[src/rtl/chess_turn_ctrl_pkg.sv]
// Shared state encoding and per-state stop/preset output table for the chess
// clock turn sequencer.
package chess_turn_ctrl_pkg;

    localparam int STATE_W = 3;

    typedef enum logic [STATE_W-1:0] {
        IDLE  = 3'd0,
        RUN1  = 3'd1,
        RUN2  = 3'd2,
        PAUSE = 3'd3,
        FLAG  = 3'd4
    } state_e;

    typedef struct packed {
        logic sw0;
        logic sw1;
        logic set;
    } ctrl_t;

    // Only the running player's clock is released; presets load only in IDLE.
    function automatic ctrl_t state_ctrl(input state_e s);
        ctrl_t c;
        case (s)
            IDLE:    c = '{sw0: 1'b1, sw1: 1'b1, set: 1'b1};
            RUN1:    c = '{sw0: 1'b0, sw1: 1'b1, set: 1'b0};
            RUN2:    c = '{sw0: 1'b1, sw1: 1'b0, set: 1'b0};
            default: c = '{sw0: 1'b1, sw1: 1'b1, set: 1'b0};
        endcase
        return c;
    endfunction

endpackage

[src/rtl/chess_turn_ctrl_btn_sync_edge.sv]
// Two-flop synchronizer for an asynchronous button pin followed by a
// rising-edge detector that yields a single-cycle pulse per press.
module btn_sync_edge (
    input  logic clk,
    input  logic rst_n,
    input  logic btn,
    output logic pulse
);

    logic meta_q;
    logic sync_q;
    logic prev_q;

    // NOTE: non-blocking assignments let all three flops sample together, forming a true shift chain.
    always_ff @(posedge clk or negedge rst_n) begin
        if (!rst_n) begin
            meta_q <= 1'b0;
            sync_q <= 1'b0;
            prev_q <= 1'b0;
        end else begin
            meta_q <= btn;
            sync_q <= meta_q;
            prev_q <= sync_q;
        end
    end

    // Combinational pulse so the consuming register acts on the 3rd edge.
    assign pulse = sync_q & ~prev_q;

endmodule

[src/rtl/chess_turn_ctrl.sv]
// Turn sequencer for a two-player chess clock: button-driven state machine,
// flag-fall detection, full-move counter and buzzer timer.
module chess_turn_ctrl
    import chess_turn_ctrl_pkg::*;
#(
    parameter int TW          = 5,
    parameter int MOVE_W      = 8,
    parameter int BUZZ_CYCLES = 100000000
) (
    input  logic              clk,
    input  logic              rst_n,
    input  logic              btn_p1,
    input  logic              btn_p2,
    input  logic              btn_start,
    input  logic              btn_pause,
    input  logic              btn_new,
    input  logic              btn_min,
    input  logic [TW-1:0]     min1,
    input  logic [TW-1:0]     seg1,
    input  logic [TW-1:0]     min2,
    input  logic [TW-1:0]     seg2,
    output logic              enable,
    output logic              set,
    output logic              min,
    output logic              sw0,
    output logic              sw1,
    output logic [2:0]        state,
    output logic              flag1,
    output logic              flag2,
    output logic [MOVE_W-1:0] moves,
    output logic              buzzer
);

    localparam int BUZZ_W = $clog2(BUZZ_CYCLES + 1);
    localparam logic [BUZZ_W-1:0] BUZZ_MAX = BUZZ_W'(BUZZ_CYCLES);

    logic p1_p, p2_p, start_p, pause_p, new_p, min_p;

    btn_sync_edge u_sync_p1    (.clk(clk), .rst_n(rst_n), .btn(btn_p1),    .pulse(p1_p));
    btn_sync_edge u_sync_p2    (.clk(clk), .rst_n(rst_n), .btn(btn_p2),    .pulse(p2_p));
    btn_sync_edge u_sync_start (.clk(clk), .rst_n(rst_n), .btn(btn_start), .pulse(start_p));
    btn_sync_edge u_sync_pause (.clk(clk), .rst_n(rst_n), .btn(btn_pause), .pulse(pause_p));
    btn_sync_edge u_sync_new   (.clk(clk), .rst_n(rst_n), .btn(btn_new),   .pulse(new_p));
    btn_sync_edge u_sync_min   (.clk(clk), .rst_n(rst_n), .btn(btn_min),   .pulse(min_p));

    logic zero1, zero2;
    assign zero1 = (min1 == '0) && (seg1 == '0);
    assign zero2 = (min2 == '0) && (seg2 == '0);

    state_e              state_q, state_d, resume_q, resume_d;
    logic                flag1_q, flag1_d, flag2_q, flag2_d;
    logic                min_q, min_d, buzzer_q, buzzer_d, enable_q;
    logic [MOVE_W-1:0]   moves_q, moves_d;
    logic [BUZZ_W-1:0]   buzz_cnt_q, buzz_cnt_d;
    ctrl_t               ctrl_q, ctrl_d;

    // NOTE: every variable gets a default first so no path through the case infers a latch.
    always_comb begin
        state_d    = state_q;
        resume_d   = resume_q;
        flag1_d    = flag1_q;
        flag2_d    = flag2_q;
        moves_d    = moves_q;
        buzz_cnt_d = buzz_cnt_q;
        buzzer_d   = buzzer_q;
        min_d      = 1'b0;

        case (state_q)
            IDLE: begin
                min_d = min_p;
                if (start_p) state_d = RUN1;
            end
            RUN1: begin
                if (zero1) begin
                    state_d = FLAG;
                    flag1_d = 1'b1;
                end else if (new_p) begin
                    state_d = IDLE;
                end else if (pause_p) begin
                    state_d  = PAUSE;
                    resume_d = RUN1;
                end else if (p1_p) begin
                    state_d = RUN2;
                end
            end
            RUN2: begin
                if (zero2) begin
                    state_d = FLAG;
                    flag2_d = 1'b1;
                end else if (new_p) begin
                    state_d = IDLE;
                end else if (pause_p) begin
                    state_d  = PAUSE;
                    resume_d = RUN2;
                end else if (p2_p) begin
                    state_d = RUN1;
                    moves_d = moves_q + 1'b1;
                end
            end
            PAUSE: begin
                if (new_p)                   state_d = IDLE;
                else if (pause_p || start_p) state_d = resume_q;
            end
            FLAG: begin
                // Counter saturates at BUZZ_MAX; buzzer stays high until it gets there.
                buzzer_d = (buzz_cnt_q < BUZZ_MAX);
                if (buzz_cnt_q < BUZZ_MAX) buzz_cnt_d = buzz_cnt_q + 1'b1;
                if (new_p) state_d = IDLE;
            end
            default: state_d = IDLE;
        endcase

        if (state_d == FLAG && state_q != FLAG) begin
            buzzer_d   = 1'b1;
            buzz_cnt_d = BUZZ_W'(1);
        end

        if (state_d == IDLE) begin
            flag1_d    = 1'b0;
            flag2_d    = 1'b0;
            moves_d    = '0;
            buzzer_d   = 1'b0;
            buzz_cnt_d = '0;
        end

        ctrl_d = state_ctrl(state_d);
    end

    always_ff @(posedge clk or negedge rst_n) begin
        if (!rst_n) begin
            state_q    <= IDLE;
            resume_q   <= RUN1;
            enable_q   <= 1'b0;
            ctrl_q     <= '{sw0: 1'b1, sw1: 1'b1, set: 1'b1};
            min_q      <= 1'b0;
            flag1_q    <= 1'b0;
            flag2_q    <= 1'b0;
            moves_q    <= '0;
            buzz_cnt_q <= '0;
            buzzer_q   <= 1'b0;
        end else begin
            state_q    <= state_d;
            resume_q   <= resume_d;
            enable_q   <= 1'b1;
            ctrl_q     <= ctrl_d;
            min_q      <= min_d;
            flag1_q    <= flag1_d;
            flag2_q    <= flag2_d;
            moves_q    <= moves_d;
            buzz_cnt_q <= buzz_cnt_d;
            buzzer_q   <= buzzer_d;
        end
    end

    assign enable = enable_q;
    assign set    = ctrl_q.set;
    assign sw0    = ctrl_q.sw0;
    assign sw1    = ctrl_q.sw1;
    assign min    = min_q;
    assign state  = state_q;
    assign flag1  = flag1_q;
    assign flag2  = flag2_q;
    assign moves  = moves_q;
    assign buzzer = buzzer_q;

endmodule
[config.mk]
export PLATFORM = sky130hd
export DESIGN_NAME = chess_turn_ctrl
export DESIGN_NICKNAME = d
export VERILOG_FILES = /design/src/rtl/chess_turn_ctrl_pkg.sv /design/src/rtl/chess_turn_ctrl_btn_sync_edge.sv /design/src/rtl/chess_turn_ctrl.sv
export SDC_FILE = /design/constraint.sdc
export NUM_CORES = 1
export LEC_CHECK = 0
export ABC_AREA = 1
export CORE_MARGIN = 10
export CORE_UTILIZATION = 58
export CTS_CLUSTER_DIAMETER = 80
export DETAILED_ROUTE_END_ITERATION = 12
export DONT_BUFFER_PORTS = 1
export GPL_TIMING_DRIVEN = 1
export PLACE_DENSITY = 0.74
export SKIP_CTS_REPAIR_TIMING = 1
export SLEW_MARGIN = 20
export SYNTH_ARGS = -nofsm -noshare
export SYNTH_HDL_FRONTEND = slang
export SYNTH_HIERARCHICAL = 1
export SYNTH_SLANG_ARGS = --single-unit
[constraint.sdc]
create_clock -name clk -period 1.8 [get_ports clk]
set_clock_uncertainty 0.05 [all_clocks]
set_input_delay 0.36 -clock clk [delete_from_list [all_inputs] [get_ports clk]]
set_output_delay 0.36 -clock clk [all_outputs]
set_load 0.05 [all_outputs]
=== Yosys cells after proc, flatten, opt, wreduce, memory -nomap -nowiden ===
Cells that the tools add are included.

* $add $sub $neg: 2
* Order comparisons: 1
* Eq/ne operators: 17
* Multiplexer cells: 41
* Bitwise operators: 12
* Reduce and logical (&&, ||, !) cells: 23

{| class="wikitable"
|+ Operators with widths
! kind !! count
|-
| $mux 27 || 4
|-
| $mux 3 || 18
|-
| $mux 8 || 6
|-
| $add 27x1->27 const B || 1
|-
| $lt 27x27->1 const B || 1
|-
| $logic_not 5->1 || 4
|-
| $pmux 3 s5 || 1
|-
| $ne 2x2->1 const B || 6
|-
| $reduce_bool 2->1 || 6
|-
| $mux 1 || 10
|-
| $eq 3x2->1 const B || 3
|-
| $pmux 3 s3 || 1
|-
| $add 8x1->8 const B || 1
|-
| $reduce_and 7->1 || 1
|-
| $and 1x1->1 || 6
|-
| $eq 3x1->1 const B || 2
|-
| $eq 3x3->1 const B || 2
|-
| $logic_not 3->1 || 2
|-
| $ne 2x1->1 const B || 3
|-
| $not 1->1 || 6
|-
| $pmux 3 s2 || 1
|-
| $reduce_and 2->1 || 3
|-
| $reduce_bool 3->1 || 2
|-
| $reduce_and 5->1 || 1
|-
| other kinds (3) || 5
|}

* Bits in registers: 67
* Input bits: 28
* Output and inout port bits: 19
* Word-level logic and storage cells: 126

=== Longest topological paths before layout ===
Gate-level depths: netlist (run 1).

* Word-level depth: 11
* Depth in mapped cells: 14
* Gate-level depth less buffers: 13

=== Modules after synthesis ===
The synthesis (run 1) kept the hierarchy.

{| class="wikitable"
|+ Modules (own cells, without submodules)
! module !! instances !! cells an instance !! area each (sq um) !! seq. area each (sq um)
|-
| chess_turn_ctrl || 1 || 494 || 3334.4 || 1206.2
|-
| btn_sync_edge || 6 || 5 || 85.1 || 75.1
|}

=== Least setup slack after synthesis (run 1) ===
No wires, ideal clock.

* Kind: register to register
* From: register state_q[0], in the netlist state[0]
* To: register buzz_cnt_q[10]
* Library setup time: 117 ps
* Arrival time: 1825 ps
* Required time: 1633 ps
* Setup slack: -192 ps
* Cell stages (with the launch flop): 14
* Path buffers: 2
* Clock period less this slack: 1992 ps
* Path through: dfrtp_1 inv_1 nor2_1 nand2_2 nor2_1 nand3_1 nand2_1 clkinv_2 nand2_4 nor2_8 buf_6 buf_6 nand4_1 nand2_1

* Cells in the longest elaborated chain, start to end: 9
* Elaborated cells on any way between the ends: 27
* Those cells by class: eq/ne (6); mux (15); reduce/logical (6)

{| class="wikitable"
|+ Ends and longest elaborated chain
! what !! RTL line !! RTL
|-
| start: declaration || chess_turn_ctrl.sv:50 || <nowiki>state_e state_q, state_d, resume_q, resume_d;</nowiki>
|-
| start signal: assignment || chess_turn_ctrl.sv:142 || <nowiki>state_q <= state_d;</nowiki>
|-
| $mux 3, on equally long branches || chess_turn_ctrl.sv:95, chess_turn_ctrl.sv:82 ||
|-
| $mux 3, on equally long branches || chess_turn_ctrl.sv:92, chess_turn_ctrl.sv:79 ||
|-
| $mux 3, on equally long branches || chess_turn_ctrl.sv:90, chess_turn_ctrl.sv:77 ||
|-
| $mux 3, on equally long branches || chess_turn_ctrl.sv:87, chess_turn_ctrl.sv:74 ||
|-
| $pmux 3 s5 (*) || chess_turn_ctrl.sv:68 || <nowiki>case (state_q)</nowiki>
|-
| named net state_d[0] || chess_turn_ctrl.sv:50 ||
|-
| $eq 3x3->1 || chess_turn_ctrl.sv:113 || <nowiki>if (state_d == FLAG && state_q != FLAG) begin</nowiki>
|-
| $logic_and 1x1->1 || chess_turn_ctrl.sv:113 ||
|-
| $reduce_bool 3->1 (no line) / $mux 27 (equally long branches) || -- ||
|-
| $reduce_and 2->1 (no line) / $mux 27 (equally long branches) || -- ||
|-
| end signal: assignment || chess_turn_ctrl.sv:150 || <nowiki>buzz_cnt_q <= buzz_cnt_d;</nowiki>
|-
| end: declaration || chess_turn_ctrl.sv:54 || <nowiki>logic [BUZZ_W-1:0] buzz_cnt_q, buzz_cnt_d;</nowiki>
|}

The timed path passes the listed nets; every way through them passes the cells marked *.
A chain may end at the register's enable or synchronous reset.

=== Worst setup path in the final report (run 1) ===
* From: register state_q[2], in the netlist state[2]
* To: register buzz_cnt_q[2]

* Cells in the longest elaborated chain, start to end: 9
* Elaborated cells on any way between the ends: 27
* Those cells by class: eq/ne (6); mux (15); reduce/logical (6)

{| class="wikitable"
|+ Ends and longest elaborated chain
! what !! RTL line
|-
| $mux 3, on equally long branches || chess_turn_ctrl.sv:95, chess_turn_ctrl.sv:82
|-
| $mux 3, on equally long branches || chess_turn_ctrl.sv:92, chess_turn_ctrl.sv:79
|-
| $mux 3, on equally long branches || chess_turn_ctrl.sv:90, chess_turn_ctrl.sv:77
|-
| $mux 3, on equally long branches || chess_turn_ctrl.sv:87, chess_turn_ctrl.sv:74
|-
| $pmux 3 s5 || chess_turn_ctrl.sv:68
|-
| $eq 3x3->1 || chess_turn_ctrl.sv:113
|-
| $logic_and 1x1->1 || chess_turn_ctrl.sv:113
|-
| $reduce_bool 3->1 (no line) / $mux 27 (equally long branches) || --
|-
| $reduce_and 2->1 (no line) / $mux 27 (equally long branches) || --
|}

Parallel ways exist; a longest one is shown, timed or not.

==> summary by stage, run 1 <==
STA
The number of hold-slack violations in the final timing report is 66. The time the final worst path needs with I/O delays and setup is 1.98 ns. Setup total negative slack on the finished layout was measured at -2.82 ns. Setup repair after global routing could not meet its margin everywhere.

The total setup violations reported at the end of the flow is 36. Static timing analysis puts the maximum clock frequency at 505 MHz. The worst path setup slack after routing is -0.180 ns. The transition time at the pin with the least slew margin is 0.608 ns. The relative slew slack is 59.5%. The number of pins with negative max-slew slack in the final report is 0.

The post-route fraction of the period consumed by the critical path is 110%. The worst-case hold slack is -0.383 ns.

Cells and area
At the end of the flow the core is filled with cells to 78.5%. The number of antenna diodes in the final layout is 0. The net count of the finished layout is 633. From synthesis to final layout, the design area changed by 30.5%. After routing the design area is 5020 um2. In the final layout, the share of cells above drive strength 1 is 27.3%.

GRT
The number of antenna violations at the first check in global routing is 0. Global routing used 18.5% of the available tracks across all layers. The sum of overflow across all layers after global routing is 0. The wire length of the first global-routing pass is 15.4 mm. The via count of the first global-routing pass came to 3,286.

The maximum number of pins on one net before global-route repair is 67.

Detailed routing
The post-detailed-route DRC marker count is 0. The routed design has 11.4 mm of wire. The via density per instance is 5.70.

In this run the remaining antenna-violating nets after routing total 0. The DRC violation total after the first TritonRoute iteration is 440. The routed wirelength normalized by instance count is 16.6 um. Detailed routing inserted a total of 3,904 vias. The detailed-routing iteration count for the pre-antenna-repair pass is 5.

Worst setup path
Data on the critical path is required at its endpoint by 2.05 ns. The peak fanout along the critical path is 28. The arrival time at the worst endpoint is 2.23 ns. The kind of start point of the critical path is a flop. The worst setup path is of the flop to flop kind. The endpoint kind of the worst setup timing path is a flop.

Place
At the end of routability-driven placement, the weighted congestion stood at 0.943. During placement, the flow inserted port buffers numbering 0. Before CTS, the worst setup slack after placement is -0.194 ns. Once detailed placement completed, the half-perimeter wirelength came to 6.64 mm. The standard cell area after detailed placement is 4290 um2.

Clock tree
Counting the buffers created by CTS gives 9. The sink count of the clock tree is 66. The clock-pin slew on the worst setup and hold paths is 0.10 ns. The clock latency at the later pin of the worst-skew pair is 0.37 ns. The TritonCTS clock tree is yes. The H-tree was split into 3 levels. Clock tree synthesis selected as its root buffer the cell clkbuf_8.

The maximum root-to-sink buffer count is 2.

Yosys
The gate count of the mapped netlist is 524. The number of nets in the synthesized netlist is 554. The post-synthesis area per instance is 7.34 um2.

The count of synthesis-stage warnings from yosys is 6. The most frequent cell after synthesis is nand2_1. By count the netlist is led by nand2_1 (164), nor2_1 (96), dfrtp_1 (62).

The cell area after synthesis is 3840 um2. The most used flip-flop cell after synthesis is dfrtp_1. The distinct cell type count of the synthesized netlist is 34. By area the synthesized netlist is led by dfrtp_1 (40%), nand2_1 (16%), nor2_1 (9.4%). The async set-or-reset flop fraction in the synthesized netlist is 100%. The largest total area in the synthesized netlist belongs to dfrtp_1. In this run the biggest area consumer among cell types represents 40.4% of the synthesized area. For this run, the register share of the synthesized area comes to 43.1%. In this run, synthesis produced a sequential element count of 66. The synthesized design contains 0 enable-type register cells.

Floorplan
The die extent in y is 101 um. 47 I/O pins were placed. Row generation in the floorplan step produced 29 rows.

The placeable core area is 6390 um2. In this run the horizontal extent of the chip is 101 um. The die covers 10,300 um2. For this configuration, the core starts out at a cell density of 60.2%.

Power
For this design the total switching power over the nets is 0.00154 W. The worst ir drop on vdd is 819 uV. Of the total power, registers draw 39.0%. Summed over all cells, the static leakage comes to 2.43 nW. The proportion of power drawn by combinational gates is 27.5%. The power per standard cell area is 888 nW/um2. The share of total power in the clock network is 33.5%. Of the total power, the share spent switching nets is 34.7%. The total internal power is 0.00291 W.

Status
The flow ran to the end, but the final reports show violations. The final reports fail on negative hold slack, negative setup slack.

Job
The max-cap violation count is 0.

Min path
The class of the worst hold path is primary input to async pin.
[power by group through the flow]
stage | sequential (W) | combinational (W) | clock (W)
floorplan | 0.00179 | 0.000493 | 0
global placement | 0.00176 | 0.000686 | 0
detailed placement | 0.00176 | 0.000695 | 0
CTS | 0.00173 | 0.000700 | 0.00150
global route | 0.00175 | 0.00127 | 0.00157
finish | 0.00174 | 0.00122 | 0.00149
[final cells by class]
type                    count  area [um2]
fillers                   411        1370
flip-flops and latches     66        1660
well taps                  77        96.3
multi-input cells         392        2090
clock inverters             7         108
repair buffers             78         709
clock buffers               9         124
inverters                  56         226
[metal layers]
layer	track usage, %	vias up	share of wire (%)
met5	0	-	0
met3	4.02	38	8.5
met4	6.86	0	3.2
met2	28.7	220	49
li1	-	1802	-
met1	24.7	1844	40
[cells by family after synthesis]
group / after synthesis / share of synthesized area (%)
flip-flops: 66 / 43.1
other: 1 / 0.0975
AO/OA/AOI/OAI: 14 / 2.25
AND/OR/NAND/NOR: 353 / 41.0
adder cells (fa/ha/maj): 2 / 0.651
buffers and inverters: 69 / 8.62
XOR/XNOR: 19 / 4.33
[state kept, by name, indices dropped and copies added (netlist names), 2 cells and up]
register and cells:
buzz_cnt_q 27, moves 8, resume_q 2, state 3
[layout by cell type, fill, tap and decap left out, types with 3 or more instances in the layout]
master,Yosys,layout
xor2_1,10,8
clkbuf_8,0,9
nor2_2,13,13
nand2_4,3,3
buf_4,0,62
dlygate4sd3_1,0,6
dfrtp_2,0,3
nand4_1,33,33
nand3_1,26,21
o21ai_4,1,4
buf_6,9,3
buf_12,0,5
nand3_2,3,7
o21ai_0,8,5
xnor2_1,9,9
dfstp_2,4,4
inv_1,50,43
nor2_1,96,84
nand2_2,4,8
dfrtp_1,62,59
inv_2,5,10
nand2_1,164,159
nor2_4,0,12
[worst max-delay path, stage by stage, from the launching register on]
cell and delay (ns):
dfrtp_2 0.49, nand3b_1 0.24, nor2_2 0.18, inv_2 0.05, buf_4 0.13, nand2_4 0.06
inv_2 0.06, nand2_4 0.16, buf_12 0.21, nand4_1 0.17, nand2_1 0.11
[per-stage QoR]
step / std cells / hold WS [ns] / total power (W)
2_1_floorplan: 524 / 0.0144 / 0.00229
3_3_place_gp: 645 / 0.0164 / 0.00244
3_5_place_dp: 645 / 0.0165 / 0.00246
4_1_cts: 661 / -0.382 / 0.00393
5_1_grt: 685 / -0.390 / 0.00458
6_report: 685 / -0.383 / 0.00445
[path summary, 6_finish.rpt]
check,start,end,slack [ns],depth (start not counted)
hold reg to reg,u_sync_min/meta_q,u_sync_min/sync_q,0.31,0
hold / removal,rst_n,moves[4],-0.38,0
min in group clk,u_sync_min/meta_q,u_sync_min/sync_q,0.31,0
max in group asynchronous,rst_n,resume_q[0],1.87,0
setup / recovery,state[2],buzz_cnt_q[2],-0.18,10
setup reg to reg,state[2],buzz_cnt_q[2],-0.18,10
No activity file was read; power rests on OpenSTA's default activity.
==> run 2: changes to the inputs <==
--- a/config.mk
+++ b/config.mk
@@ -6,8 +6,10 @@
 export NUM_CORES = 1
 export LEC_CHECK = 0
 export ABC_AREA = 1
+export CORE_ASPECT_RATIO = 2
 export CORE_MARGIN = 10
 export CORE_UTILIZATION = 58
+export CTS_BUF_LIST = sky130_fd_sc_hd__clkbuf_2
 export CTS_CLUSTER_DIAMETER = 80
 export DETAILED_ROUTE_END_ITERATION = 12
 export DONT_BUFFER_PORTS = 1
==> constraint.sdc (replaced) <==
create_clock -name clk -period 2 [get_ports clk]
set_clock_uncertainty 0.05 [all_clocks]
set_input_delay 0.4 -clock clk [delete_from_list [all_inputs] [get_ports clk]]
set_output_delay 0.4 -clock clk [all_outputs]
set_load 0.05 [all_outputs]
==> run 2 against run 1 <==
- the flow now finishes without violations
- total power is 26% lower
- via count is 15% lower
- combinational power is 43% lower
- die area is 1.9% higher
- cell count is 3.9% lower
- hold slack better by 0.68 ns
- core utilization is 10 points lower
- fmax is 5.9% higher
==> summary by stage, run 2 (same netlist as run 1, synthesis figures left out) <==
Status
The run finished with clean final reports.

Place
The count of port buffers added during placement is 0. At the placement stage, the worst setup path has a slack of -0.166 ns. The congestion estimate from routability-driven global placement came to 0.886. The wire-length estimate of the detail-placed layout is 6.18 mm. The standard cell area after detailed placement is 4070 um2.

STA
The number of pins with negative max-slew slack in the final report is 0. Hold is met by 0.295 ns. After layout, the worst setup slack is 0.131 ns. For this run, the top clock speed supported by timing is 535 MHz.

For the pin with the worst max-slew slack, the measured transition is 0.553 ns. Headroom to the max-slew limit came out at 63.2%. The final critical path takes up 93.4% of the cycle. Setup violations remaining at the end of the flow were counted as 0. The number of hold-slack violations in the final timing report is 0. Subtracting the final worst setup slack from the clock period gives 1.87 ns.

Worst setup path
The peak fanout along the critical path is 7. The number of cells on the worst reg-to-reg path is 9. The critical path required time is 2.43 ns.

The kind of cell with the highest combined delay on the critical path is simple AND/OR/NAND/NOR gates. The number of buffers and inverters on the critical path is 1. In this run the register-to-register setup slack is 0.13 ns.

In this run the critical register-to-register path is launched from state[1]. Among the stages of the critical path, the cell type that occurs most often is nand2_1. The kind of start point of the critical path is a flop. The critical path goes through nand2_1, nor2_4, nand3_2, inv_1, nand2_1, nor3_1, nand2_1, xor2_1, nor2_1. The worst setup path is of the flop to flop kind. The slowest stage of the critical path is the dfrtp_1 cell. STA classifies the critical path endpoint as a flop. The maximum cell stage delay along the critical path is 0.55 ns. The critical path startpoint is state[1]. The worst reg2reg path endpoint is moves[6].

Data arrives at the worst endpoint at 2.30 ns.

Floorplan
The total number of placement rows is 42. The die is 135 um tall. The die area is 10,500 um2.

47 I/O pins were placed. The initial utilization of the core area, before any placement, comes to 59.0%. The placeable core area is 6520 um2. The die is 77.6 um wide.

GRT
The maximum number of pins on one net before global-route repair is 67. The number of antenna violations at the first check in global routing came to 0. The wire length of the first global-routing pass is 14.3 mm. Global routing consumed, over all layers together, 16.5% of the routing resources. After global routing the overflow that remains totals 0. The via count of the first global-routing pass is 3,185.

Power
The leakage dissipation is 2.17 nW. The power per standard cell area is 746 nW/um2. The total design power is 0.00331 W. The worst-case IR drop observed on VDD is 735 uV.

Clock tree
The maximum root-to-sink buffer count is 2. Clock-pin slew was measured on the worst setup and hold paths at 0.21 ns. TritonCTS built the clock tree. The clock reaches the later pin of the worst-skew pair after 0.55 ns.

The sink count of the clock tree is 66. In this run the clock root is driven by a clkbuf_2. The number of H-tree levels is 3. TritonCTS created 9 clock buffers.

Job
Across the run, the number of max-cap violations was 0.

Detailed routing
The post-detailed-route count of antenna-violating nets is 0. In the final routed layout, each cell accounts on average for 13.5 um. Using the TritonRoute via totals, the vias-per-cell ratio works out to 5.06.

The DRC violation total after the first TritonRoute iteration is 317. For this run, the detailed router's first-pass iteration total came to 5. In the routed design, unresolved DRC markers number 0. Summed over all layers, the routed wires come to 8.92 mm. The number of vias in the routed layout is 3,332.

Cells and area
The layout overhead on the synthesized area is 15.4%. The number of antenna diodes in the final layout is 0. The final layout contains 595 nets. The top cell types in the final layout, fill and taps aside, are nand2_1 (163), nor2_1 (94), dfrtp_1 (61), inv_1 (48), nand4_1 (33). The utilization of the core after routing is 68.1%. After routing the design area is 4440 um2. The register with the highest flop count is buzz_cnt_q. Fill cells in the final layout number 608. Leaving out fill and tap cells, the most frequent cell in the layout is nand2_1.

The number of flip-flops under the largest register name is 27. The ratio of cells with drive above 1 in the final layout is 17.0%.

Min path
In this run the worst hold path is classified as primary input to async pin.
==> run 2: changes by cell type in the layout (fill, tap and decap cells not counted), moves of 4 or more <==
cell | before | now
buf_4 | 62 | 30
clkbuf_2 | 0 | 10
nor2_1 | 84 | 94
clkbuf_8 | 9 | 0
nor2_4 | 12 | 4
inv_1 | 43 | 48
nand3_1 | 21 | 26
nand2_1 | 159 | 163
nand3_2 | 7 | 3
==> run 2: worst max-delay path by stage <==
stage	depth (start not counted)	end	slack (ns)
floorplan	13	buzz_cnt_q[10]	0.008
global route	10	moves[7]	-0.05
finish	9	moves[6]	0.13
global placement	11	buzz_cnt_q[20]	-0.11
detailed placement	11	buzz_cnt_q[1]	-0.17
CTS	10	buzz_cnt_q[20]	-0.17
==> run 2: report_power, final <==
group / switching [W] / internal (W) / total (W)
Combinational: 0.000469 / 0.000224 / 0.000694
Sequential: 0.000132 / 0.00143 / 0.00156
Clock: 0.000509 / 0.000547 / 0.00106
==> run 2: through the flow <==
stage / setup TNS (ns) / instances
after global routing: -0.0713 / 658
after detailed placement: -5.38 / 629
after CTS: -5.11 / 645
after global placement: -3.41 / 629
final: 0 / 658
after floorplan: 0 / 524
==> run 2: routing by layer <==
layer,wire length (um),global-route usage (%),vias to the layer above
li1,-,-,1724
met1,3810,20.3,1521
met2,4480,26.9,74
met3,435,3.59,13
met4,187,7.76,0
met5,0,0,-
==> run 2: worst register-to-register path, delay by kind of cell, from the launching register on <==
kind	cells	cell delay [ns]
xor+xnor	1	0.16
buf+inv	1	0.06
flops	1	0.55
simple gates	7	1.01
==> run 2: area by class of cell <==
cell class | count | area [um2] | share of cell area, %
multi-input cells | 391 | 1910 | 43.1
clock buffers | 10 | 50.0 | 1.13
inverters | 56 | 211 | 4.77
well taps | 88 | 110 | 2.48
clock inverters | 6 | 115 | 2.59
repair buffers | 41 | 378 | 8.52
flip-flops and latches | 66 | 1660 | 37.4
==> run 3: changes to the inputs <==
--- a/config.mk
+++ b/config.mk
@@ -15,6 +15,7 @@
 export DONT_BUFFER_PORTS = 1
 export GPL_TIMING_DRIVEN = 1
 export PLACE_DENSITY = 0.74
+export SETUP_SLACK_MARGIN = 0.02
 export SKIP_CTS_REPAIR_TIMING = 1
 export SLEW_MARGIN = 20
 export SYNTH_ARGS = -nofsm -noshare
==> run 3 against run 2 <==
- combinational power is 29% higher
- critical endpoint is now buzz_cnt_q[21]
- highest routed layer unchanged
- sequential power hardly changed
- non-clock buffer count is 6 higher
- register-to-register slack worse by 0.03 ns
==> summary by stage, run 3 (same netlist as run 1, synthesis figures left out) <==
STA
For this run, the top clock speed supported by timing is 528 MHz. At the pin with the least slew margin, the transition time is 0.566 ns. The relative slew slack is 62.3%.

The worst path uses 94.7% of the clock period. The time the final worst path needs with I/O delays and setup is 1.89 ns. The final setup TNS is 0 ns.

Setup violations remaining at the end of the flow were counted as 0. The number of hold-slack violations in the final timing report is 0. The number of pins with negative max-slew slack in the final report is 0.

Worst setup path
Data on the critical path is required at its endpoint by 2.38 ns. STA classifies the critical path startpoint as a flop. The kind of cell with the highest combined delay on the critical path is simple AND/OR/NAND/NOR gates.

The worst setup path is captured at a flop. On the worst path, the slowest cell contributes a delay of 0.47 ns. Traced cell by cell, the critical path runs through buf_4, nor3_2, o21ai_1, nand2_1, nand2_2, nand2_4, nor2_8, buf_12, clkbuf_16, nand4_1, nand2_1. Together, buffers and inverters on the worst path number 3. The peak fanout along the critical path is 8. The cell with the largest stage delay on the worst path is dfrtp_1. The critical path is of the flop to flop type. By instance count, the cell type seen most on the critical path is nand2_1. The arrival time at the worst endpoint is 2.27 ns.

GRT
The number of antenna violations at the first check in global routing is 0. The maximum number of pins on one net before global-route repair is 67. The first global-routing pass estimated 14.4 mm of wire. The sum of overflow across all layers after global routing is 0. Global routing consumed, over all layers together, 16.7% of the routing resources.

The via count of the first global-routing pass was 3,175.

Floorplan
The core region is 6520 um2. The top-level I/O count is 47. The die area is 10,500 um2. The die extent in y is 135 um. The floorplan has 42 rows. The floorplan die width is 77.6 um. For this configuration, the core starts out at a cell density of 59.0%.

Cells and area
Leaving out fill and tap cells, the most frequent cells in the layout are nand2_1 (163), nor2_1 (93), dfrtp_1 (61), inv_1 (46), nand4_1 (33). The net count of the finished layout is 602. The register with the highest flop count is buzz_cnt_q. The number of inserted diodes is 0.

Measured on the finished design, the core utilization comes to 69.6%. The most common cell after layout, fill and taps aside is nand2_1. The layout overhead on the synthesized area is 17.9%. The ratio of cells with drive above 1 in the final layout is 19.2%. The number of flip-flops under the largest register name is 27.

Detailed routing
The routed wirelength normalized by instance count is 13.9 um. The detailed-routing iteration count for the pre-antenna-repair pass is 5. Using the TritonRoute via totals, the vias-per-cell ratio works out to 5.26. The number of vias in the routed layout is 3,501. The DRC violation total after the first TritonRoute iteration is 272.

For this run, design rule violations remaining after detail routing come to 0. The post-detailed-route count of antenna-violating nets is 0. The routed wire length is 9.22 mm.

Power
The power per standard cell area is 719 nW/um2. The total design power is 0.00326 W. The worst ir drop on vdd is 582 uV.

In this run the static leakage power is 2.21 nW.

Clock tree
The total clock buffers created by CTS is 9. The clock-pin slew on the worst setup and hold paths is 0.19 ns. Clock latency on the worst-skew pair, taken at its later pin, is 0.54 ns. The tree is rooted in a clkbuf_2. TritonCTS built the clock tree. The tree built by TritonCTS fans out to 66 sinks. The longest clock path from root to sink contains 2 buffers.

In this run the number of H-tree levels came out at 3.

Place
The count of port buffers added during placement is 0. Routability-driven placement finished with a final weighted congestion of 0.906. The detailed placement HPWL is 6.19 mm.

Min path
The class of the worst hold path is primary input to flop.

Job
Across the run, the number of max-cap violations was 0.

Status
The flow ran to the end, and the final reports show no timing, DRC or antenna violations.
==> run 3: per-stage QoR <==
step	cells	hold WS (ns)	instance area, um2	setup WS [ns]
after global routing	665	0.282	4530	-0.0176
after CTS	648	-0.573	4230	0.00890
after global placement	632	0.0563	4110	0.0446
final	665	0.279	4530	0.105
after detailed placement	632	0.0566	4110	0.00822
after floorplan	524	0.0544	3850	0.101
==> run 3: metal layers <==
| layer | GRT usage (%) | up-vias | wire [um] |
|---|---|---|---|
| li1 | - | 1740 | - |
| met3 | 4.65 | 17 | 587 |
| met1 | 20.6 | 1629 | 3850 |
| met5 | 0 | - | 0 |
| met2 | 26.5 | 115 | 4560 |
| met4 | 7.45 | 0 | 217 |
==> run 3: path summary, 6_finish.rpt <==
| kind | startpoint | end | slack [ns] | cells past startpoint |
|---|---|---|---|---|
| max | state[2] | buzz_cnt_q[21] | 0.11 | 11 |
| min | min1[2] | sw0 | 0.28 | 6 |
| max reg2reg | state[2] | buzz_cnt_q[21] | 0.11 | 11 |
| min reg2reg | u_sync_p2/meta_q | u_sync_p2/sync_q | 0.33 | 0 |
| max in group asynchronous | rst_n | resume_q[0] | 1.24 | 2 |
| min in group asynchronous | rst_n | buzz_cnt_q[0] | 0.34 | 2 |
==> run 3: worst reg2reg max path, delay by kind of cell, from the launching register on <==
family          cells  cell delay (ns)
simple gates        7             0.68
compound gates      1             0.11
flops               1             0.47
buf+inv             3             0.50
==> run 3: area by class of cell <==
cell class                 instances  area [um2]
sequential                        66        1660
inverter                          56         211
multi-input combinational        392        1960
clock inverter                     6        67.6
tap                               88         110
clock buffer                      10        50.0
fill                             561        1980
timing repair buffer              47         474
==> run 3: where the power goes <==
group	switching (W)	internal, W
combinational	0.000539	0.000354
clock	0.000508	0.000297
sequential	0.000130	0.00143
